<file path="config.mk">
export PLATFORM = sky130hd
export DESIGN_NAME = memshare_skid_pipe
export DESIGN_NICKNAME = d
export VERILOG_FILES = /design/src/rtl/memshare_pkg.sv /design/src/rtl/memshare_skid_hist.sv /design/src/rtl/memshare_skid_pipe.sv
export SDC_FILE = /design/constraint.sdc
export NUM_CORES = 1
export LEC_CHECK = 0
export ABC_CLOCK_PERIOD_IN_PS = 2400
export CAP_MARGIN = 15
export CELL_PAD_IN_SITES_DETAIL_PLACEMENT = 1
export CELL_PAD_IN_SITES_GLOBAL_PLACEMENT = 1
export CORE_MARGIN = 10
export CORE_UTILIZATION = 44
export CTS_BUF_LIST = sky130_fd_sc_hd__clkbuf_16
export DETAILED_ROUTE_END_ITERATION = 8
export GPL_TIMING_DRIVEN = 0
export PLACE_DENSITY_LB_ADDON = 0.05
export SLEW_MARGIN = 20
export SYNTH_ARGS = -nofsm -noshare
export SYNTH_HDL_FRONTEND = slang
export SYNTH_SLANG_ARGS = --single-unit
export TNS_END_PERCENT = 1
</file>
<file path="constraint.sdc">
create_clock -name sys_clk -period 2.4 [get_ports sys_clk]
set_clock_uncertainty 0.1 [all_clocks]
set_input_delay 0.48 -clock sys_clk [delete_from_list [all_inputs] [get_ports sys_clk]]
set_output_delay 0.48 -clock sys_clk [all_outputs]
set_load 0.02 [all_outputs]
</file>
<file path="src/rtl/memshare_pkg.sv">
// memshare_pkg
//   Shared defaults and types for the memShare request-flag skid pipeline.
//   Modules that are re-parameterised carry their own widths; the typedefs
//   here describe the default configuration used across the memShare slice.
package memshare_pkg;

  localparam int DEF_SHARE_GROUP_SIZE = 5;
  localparam int DEF_GROUP_NUM        = 2;
  localparam int DEF_MAX_SKID_DEPTH   = 3;
  localparam int DEF_SEL_W            = $clog2(DEF_MAX_SKID_DEPTH + 1);

  // Depth select value meaning "use the current beat's flags".
  localparam int NOSKID = 0;

  typedef logic [DEF_SHARE_GROUP_SIZE-1:0] rqst_flag_t;
  typedef logic [DEF_SEL_W-1:0]            skid_sel_t;

endpackage

</file>
<file path="src/rtl/memshare_skid_hist.sv">
// memshare_skid_hist
//   One share group's flag history plus depth mux.  Keeps the flags of the
//   last MAX_SKID_DEPTH accepted beats and returns either the current flags
//   (depth 0) or the flags of the beat accepted 'depth' beats earlier.
//   Depth selects above MAX_SKID_DEPTH are clamped and raise a sticky error.
// Ports
//   clk_i     clock
//   rst_i     synchronous active-high reset
//   flush_i   synchronous clear of history and error flag
//   accept_i  an input beat is taken this cycle (shifts the history)
//   flags_i   this group's request flags of the current beat
//   depth_i   delay select for the current beat
//   sel_o     selected flags (combinational)
//   err_o     sticky: an out-of-range select was accepted
module memshare_skid_hist
  import memshare_pkg::*;
#(
  parameter int SHARE_GROUP_SIZE = DEF_SHARE_GROUP_SIZE,
  parameter int MAX_SKID_DEPTH   = DEF_MAX_SKID_DEPTH,
  parameter int SEL_W            = $clog2(MAX_SKID_DEPTH + 1)
) (
  input  logic                        clk_i,
  input  logic                        rst_i,
  input  logic                        flush_i,
  input  logic                        accept_i,
  input  logic [SHARE_GROUP_SIZE-1:0] flags_i,
  input  logic [SEL_W-1:0]            depth_i,
  output logic [SHARE_GROUP_SIZE-1:0] sel_o,
  output logic                        err_o
);

  localparam logic [SEL_W-1:0] MAX_SEL = SEL_W'(MAX_SKID_DEPTH);

  logic [SHARE_GROUP_SIZE-1:0] hist_q [MAX_SKID_DEPTH];
  logic [SHARE_GROUP_SIZE-1:0] hist_d [MAX_SKID_DEPTH];
  logic                        err_q, err_d;
  logic                        over;
  logic [SEL_W-1:0]            depth_eff;

  // When MAX_SKID_DEPTH fills the select field exactly, no select can be
  // out of range; avoid building a comparison that is constant.
  if (MAX_SKID_DEPTH < (1 << SEL_W) - 1) begin : g_clamp
    assign over = (depth_i > MAX_SEL);
  end else begin : g_noclamp
    assign over = 1'b0;
  end

  assign depth_eff = over ? MAX_SEL : depth_i;

  always_comb begin
    sel_o = flags_i;
    if (depth_eff != SEL_W'(NOSKID)) begin
      for (int k = 0; k < MAX_SKID_DEPTH; k++) begin
        if (depth_eff == SEL_W'(k + 1)) sel_o = hist_q[k];
      end
    end
  end

  always_comb begin
    hist_d = hist_q;
    err_d  = err_q;
    if (flush_i) begin
      for (int k = 0; k < MAX_SKID_DEPTH; k++) hist_d[k] = '0;
      err_d = 1'b0;
    end else if (accept_i) begin
      hist_d[0] = flags_i;
      for (int k = 1; k < MAX_SKID_DEPTH; k++) hist_d[k] = hist_q[k-1];
      if (over) err_d = 1'b1;
    end
  end

  // History stage: shifts once per accepted beat
  always_ff @(posedge clk_i) begin
    if (rst_i) begin
      for (int k = 0; k < MAX_SKID_DEPTH; k++) hist_q[k] <= '0;
      err_q <= 1'b0;
    end else begin
      hist_q <= hist_d;
      err_q  <= err_d;
    end
  end

  assign err_o = err_q;

endmodule

</file>
<file path="src/rtl/memshare_skid_pipe.sv">
// memshare_skid_pipe
//   Skid stage between request-flag generation and the RFMU register file.
//   Each share group picks its current flags or a delayed copy, and the
//   combined vector is registered behind a 2-entry valid/ready skid buffer so
//   downstream backpressure never drops a beat.  rqst_ready_o depends only on
//   registered state (and flush_i), never on rfmu_ready_i.
// Ports
//   sys_clk           clock
//   rst               synchronous active-high reset
//   flush_i           clears history, buffers and cfg_err_o; blocks accept
//   rqst_valid_i      input beat valid
//   rqst_ready_o      input beat accepted when valid & ready
//   share_rqstFlag_i  flags, group g at [g*SHARE_GROUP_SIZE +: SHARE_GROUP_SIZE]
//   skid_depth_i      per-group delay select, group g at [g*SEL_W +: SEL_W]
//   share_rqstFlag_o  selected flags to the RFMU
//   rqst_valid_o      output beat valid
//   rfmu_ready_i      downstream ready
//   cfg_err_o         sticky out-of-range depth select indicator
module memshare_skid_pipe
  import memshare_pkg::*;
#(
  parameter int SHARE_GROUP_SIZE = DEF_SHARE_GROUP_SIZE,
  parameter int GROUP_NUM        = DEF_GROUP_NUM,
  parameter int MAX_SKID_DEPTH   = DEF_MAX_SKID_DEPTH,
  parameter int SEL_W            = $clog2(MAX_SKID_DEPTH + 1)
) (
  input  logic                                  sys_clk,
  input  logic                                  rst,
  input  logic                                  flush_i,
  input  logic                                  rqst_valid_i,
  output logic                                  rqst_ready_o,
  input  logic [GROUP_NUM*SHARE_GROUP_SIZE-1:0] share_rqstFlag_i,
  input  logic [GROUP_NUM*SEL_W-1:0]            skid_depth_i,
  output logic [GROUP_NUM*SHARE_GROUP_SIZE-1:0] share_rqstFlag_o,
  output logic                                  rqst_valid_o,
  input  logic                                  rfmu_ready_i,
  output logic                                  cfg_err_o
);

  localparam int FLAG_W = GROUP_NUM * SHARE_GROUP_SIZE;

  logic              accept, pop;
  logic [FLAG_W-1:0] sel_flags;
  logic [GROUP_NUM-1:0] grp_err;

  logic [FLAG_W-1:0] main_data_q, main_data_d;
  logic              main_vld_q,  main_vld_d;
  logic [FLAG_W-1:0] skid_data_q, skid_data_d;
  logic              skid_vld_q,  skid_vld_d;

  assign rqst_ready_o = ~skid_vld_q & ~flush_i;
  assign accept       = rqst_valid_i & rqst_ready_o;
  assign pop          = main_vld_q & rfmu_ready_i;

  // Select stage: per-group history and depth mux
  for (genvar g = 0; g < GROUP_NUM; g++) begin : g_grp
    memshare_skid_hist #(
      .SHARE_GROUP_SIZE (SHARE_GROUP_SIZE),
      .MAX_SKID_DEPTH   (MAX_SKID_DEPTH),
      .SEL_W            (SEL_W)
    ) u_hist (
      .clk_i    (sys_clk),
      .rst_i    (rst),
      .flush_i  (flush_i),
      .accept_i (accept),
      .flags_i  (share_rqstFlag_i[g*SHARE_GROUP_SIZE +: SHARE_GROUP_SIZE]),
      .depth_i  (skid_depth_i[g*SEL_W +: SEL_W]),
      .sel_o    (sel_flags[g*SHARE_GROUP_SIZE +: SHARE_GROUP_SIZE]),
      .err_o    (grp_err[g])
    );
  end

  // Buffer control: the skid entry is only ever filled while main is held,
  // and since ready drops whenever skid is occupied, a skid->main transfer
  // can never coincide with a new accept.
  always_comb begin
    main_data_d = main_data_q;
    main_vld_d  = main_vld_q;
    skid_data_d = skid_data_q;
    skid_vld_d  = skid_vld_q;
    if (flush_i) begin
      main_data_d = '0;
      main_vld_d  = 1'b0;
      skid_data_d = '0;
      skid_vld_d  = 1'b0;
    end else if (!main_vld_q || pop) begin
      if (skid_vld_q) begin
        main_data_d = skid_data_q;
        main_vld_d  = 1'b1;
        skid_vld_d  = 1'b0;
      end else if (accept) begin
        main_data_d = sel_flags;
        main_vld_d  = 1'b1;
      end else begin
        main_vld_d  = 1'b0;
      end
    end else if (accept) begin
      skid_data_d = sel_flags;
      skid_vld_d  = 1'b1;
    end
  end

  // Output stage: main and skid registers
  always_ff @(posedge sys_clk) begin
    if (rst) begin
      main_data_q <= '0;
      main_vld_q  <= 1'b0;
      skid_data_q <= '0;
      skid_vld_q  <= 1'b0;
    end else begin
      main_data_q <= main_data_d;
      main_vld_q  <= main_vld_d;
      skid_data_q <= skid_data_d;
      skid_vld_q  <= skid_vld_d;
    end
  end

  assign share_rqstFlag_o = main_data_q;
  assign rqst_valid_o     = main_vld_q;
  assign cfg_err_o        = |grp_err;

endmodule

</file>
# Yosys cells after proc, flatten, opt, wreduce, memory -nomap -nowiden
# Index checks and enable logic that the tools add are counted.
# totals
memories	0
latchBits	0
input_bits	19
reg_bits	52
ramBits	0
elab_cells	43
mem_bits_ro	0
output_inout_bits	13
# op_classes
n_addsub	0
muxes	12
bitwise	6
n_shift	0
magnitude_cmp	0
mul	0
eq_ne	6
reduce_logical	9
div_mod_pow	0
# ops
op	n
5-bit 2-to-1 mux	8
10-bit 2-to-1 mux	2
2-bit == test, second input constant	4
2-bit nonzero test	3
2-bit by 1-bit == test with 1-bit output, second input constant	2
2-bit AND reduction	2
1-bit bitwise AND	3
1-bit NOT	3
3-bit OR reduction	1
1-bit 2-to-1 mux	2
2-bit OR reduction	1
1-bit logical NOT	1
1-bit logical OR	1

# Longest topological paths before layout
# logic_depth
depth_word	7
ltp_mapped	6
depth_no_buf	4

# By module
# Synthesis repeated with hierarchy kept, for this count alone.
# hier_totals
hier_cells	230
hier_area_um2	2362.3
# modules_own_cells
mod	cells_each	instances	area_each_um2
memshare_skid_hist	58	2	679.4
memshare_skid_pipe	114	1	1003.5

# Least setup slack after synthesis
# Ideal clock, no wire load.
# synth_path
kind	input -> register
startpoint	input skid_depth_i[1]
endpoint	register main_data_q[1], in the netlist share_rqstFlag_o[1]
n_path_buf	1
stages	4
setup_ns	0.138
arrival_ns	1.318
path_slack_ns	0.845
cell_sequence	buf_4 mux4_2 mux2i_1 a211oi_1
# synth_between
elab_chain_cells	7
# synth_lines
element	line	text
start: declaration	memshare_skid_pipe.sv:33	input logic [GROUP_NUM*SEL_W-1:0] skid_depth_i,
2-bit by 1-bit == test with 1-bit output	memshare_skid_hist.sv:54	if (depth_eff == SEL_W'(k + 1)) sel_o = hist_q[k];
5-bit 2-to-1 mux (3 in series)	memshare_skid_hist.sv:54	
5-bit 2-to-1 mux *	memshare_skid_hist.sv:52	if (depth_eff != SEL_W'(NOSKID)) begin
10-bit 2-to-1 mux *	memshare_skid_pipe.sv:91	end else if (accept) begin
10-bit 2-to-1 mux *	memshare_skid_pipe.sv:87	if (skid_vld_q) begin
end signal: assignment	memshare_skid_pipe.sv:111	main_data_q <= main_data_d;
end: declaration	memshare_skid_pipe.sv:46	logic [FLAG_W-1:0] main_data_q, main_data_d;
# Every way passes the cells marked *; elsewhere a longest branch is shown, timed or not. The select of a mux whose other input is x is not followed.
# A chain may end at the register's enable or synchronous reset.

# Worst setup path after layout
# layout_path
startpoint	input flush_i
endpoint	output rqst_ready_o
# layout_between
elab_chain_cells	2
# layout_lines
element	line	text
start: declaration	memshare_skid_pipe.sv:29	input logic flush_i,
1-bit NOT	memshare_skid_pipe.sv:51	assign rqst_ready_o = ~skid_vld_q & ~flush_i;
1-bit bitwise AND	memshare_skid_pipe.sv:51	
end: declaration	memshare_skid_pipe.sv:31	output logic rqst_ready_o,
# Every way passes these cells.

==> flow_summary.yaml <==
run_status:
  outcome: "finished clean"
drt:
  met1_length_mm: 2.219
  postRouteAntennaNets: 0
  wl_mm: 4.755
  drt_iter0_drc: 43
  drt_pass1_iterations: 3
  drc: 0
  highest_layer: "met4"
  num_vias: 1656
  wl_met2_mm: 2.266
  viasPerCell: 5.064
  wl_met3_microns: 213
  wl_per_cell_microns: 14.54
hold_path:
  min_delay_path_depth: 2
  hold_path.class: "reg -> reg"
  hold_start: "g_grp[1].u_hist.hist_q[2]"
logic_synthesis:
  synthDistinctLibCells: 22
  avgSynthCellArea_sq_um: 9.498
  synthSimpleGateAreaFrac_pct: 16.10
  yosys.area_share.adder_pct: 0
  synth.area.mux_share_pct: 15.22
  syn-num-nets: 244
  syn-cell-area_sq_um: 2137
  yosysWarnings: 0
  synth-async-reset-ratio_pct: 0
  synth_top_family_by_area: "simple AND/OR/NAND/NOR gates"
  ys.flop_type: "dfxtp_1"
  synth-xor-area-share_pct: 0
  synthCells: 225
  synth_edf_count: 0
  ys_seq_area_share_pct: 48.71
  synth-compound-area-share_pct: 15.22
  synth-seq-cells: 52
placement:
  portBuffers: 28
  gp_congestion: 0.7566
  dp.cells: 320
  dpl.hpwl_mm: 3.611
sta:
  timing.fmax_mhz: 434.4
  min_period_over_period_pct: 95.92
  period_needed_ns: 2.302
  rsz0062_at_grt: "false"
  fin_hold_ws_ns: 0.3587
  setup_violations: 0
  hold_viol: 0
  tns_ns: 0
  slew_viol_final: 0
clocking:
  clock_sinks: 52
  postCtsHoldBufs: 0
  clock_latency_ns: 0.28
  post_cts_buffers: 0
  post_cts_resized: 0
  cts_buffers: 5
  clkTransAtPathRegs_ns: 0.06
  root_buffer: "clkbuf_16"
  cts-htree-levels: 2
  cts_tree: "built"
  clockBufferDepth: 2
setup_path:
  worstSetupPathType: "in -> out"
  crit_path_end_kind: "output port"
  worst_setup_path_start_kind: "primary input"
  cp.depth: 3
  cp-startpoint: "flush_i"
  critPathBufInv: 2
  worst-endpoint-required_ns: 1.82
  cp_common_cell: "clkdlybuf4s50_1"
  crit_chain: "clkdlybuf4s50_1 > nor2_1 > clkdlybuf4s50_1"
  path_delay_family: "buffers and inverters"
  cp_max_fo: 5
  rr_worst_depth: 6
  max_stage_delay_ns: 0.62
  crit_arrival_ns: 1.72
  r2r-start: "skid_vld_q"
  crit_slowest_cell: "clkdlybuf4s50_1"
power:
  p_leak_nw: 0.8778
  power.switching_uw: 381.2
  clockPowerShare_pct: 38.8
  swShare_pct: 22.34
  irDropWorstVdd_mv: 0.3155
  combinationalPowerShare_pct: 9.7
  seq_power_share_pct: 51.5
  powerDensity_nw_per_um2: 647.7
  p_int_mw: 1.326
floorplan:
  io_pins: 32
  dieHeight_microns: 89.69
  core_area_sq_um: 4723
  die_area_sq_um: 8044
  rows: 25
  die_w_microns: 89.69
  start_util_pct: 45.25
global_route:
  antenna_found_initial: 0
  grtUsageTotal_pct: 13.14
  grt_max_degree: 15
  grt_pass1_vias: 1744
  gr-total-overflow: 0
  grt_pass1_wl_mm: 8.217
cells_and_area:
  final_cell_mix: "60 x nand2_1, 52 x dfxtp_1, 31 x a21oi_1, 28 x clkdlybuf4s50_1, 14 x nor2_1"
  finalNetCount: 279
  mostFrequentLayoutCell: "nand2_1"
  multiInputGateArea_sq_um: 998.5
  area_delta_synth_final_pct: 23.30
  diodes: 0
  fillers: 539
  drive_gt1_share_pct: 12.69
  regArea_sq_um: 1041
  stdcell_count: 327
run:
  drv_cap: 0
## flip-flops by register name, indices dropped and copies added, names as in the netlist
name and flops:
share_rqstFlag_o 10, g_grp.u_hist.hist_q 30, skid_data_q 10, rqst_valid_o 1, skid_vld_q 1
## cell families (layout without fill, tap and decap cells)
logic type             count (synthesis)  in the layout
muxes                                 20             20
and+or+nand+nor                       82             82
DFF                                   52             52
other                                  1              1
AOI/OAI and AO/OA                     52             52
buffers and inverters                 18             53
## cell usage after synthesis (3+ instances only)
library cell	n	area share, %
a211oi_1	10	3.5
a21oi_1	31	7.3
a22o_1	10	4.1
buf_2	9	2.1
buf_4	3	1.1
clkbuf_1	5	0.88
dfxtp_1	52	49
mux2i_1	10	4.7
mux4_2	10	11
nand2_1	60	11
nor2_1	14	2.5
## path summary, 6_finish.rpt
kind                                     to  slack (ns)
setup / recovery               rqst_ready_o         0.1
hold / removal    g_grp[1].u_hist.hist_q[2]        0.36
setup reg to reg  g_grp[0].u_hist.hist_q[0]        0.90
hold reg to reg   g_grp[1].u_hist.hist_q[2]        0.36
## worst min-delay path: cells and delay by family, from the launching register on
family / cells / cell delay (ns)
compound gates: 1 / 0.05
flops: 1 / 0.31
simple gates: 1 / 0.05
## stage by stage
stage               total power, mW  area (sq um)  setup slack [ns]  utilization [%]
finish                        1.707          2635           0.09801            55.79
floorplan                    0.9953          2137            0.8449                -
CTS                           1.729          2635           0.09369            55.79
global placement              1.066          2501            0.1024            52.95
global route                  1.789          2635           0.04110            55.79
detailed placement            1.067          2501           0.09959            52.95
## cell type report
class | count | share of cell area (%)
Buffer | 18 | 3.704
Clock buffer | 5 | 4.748
Clock inverter | 2 | 0.3324
Multi-Input combinational cell | 155 | 37.89
Sequential cell | 52 | 39.51
Tap cell | 67 | 3.181
Timing Repair Buffer | 28 | 10.64
## power by group through the flow
| stage | registers [mW] | logic, mW | clock network [mW] |
|---|---|---|---|
| after global placement | 0.899 | 0.167 | 0 |
| after global routing | 0.880 | 0.183 | 0.725 |
| after detailed placement | 0.899 | 0.168 | 0 |
| after floorplan | 0.906 | 0.0892 | 0 |
| after CTS | 0.880 | 0.169 | 0.681 |
| final | 0.880 | 0.166 | 0.662 |
## layer usage
| metal | GRT usage [%] | vias up |
|---|---|---|
| met1 | 15.71 | 784 |
| met4 | 4.335 | 0 |
| met5 | 0 | - |
| met3 | 3.971 | 5 |
| met2 | 21.97 | 26 |
| li1 | - | 841 |
Power figures use the tool's default switching activity.
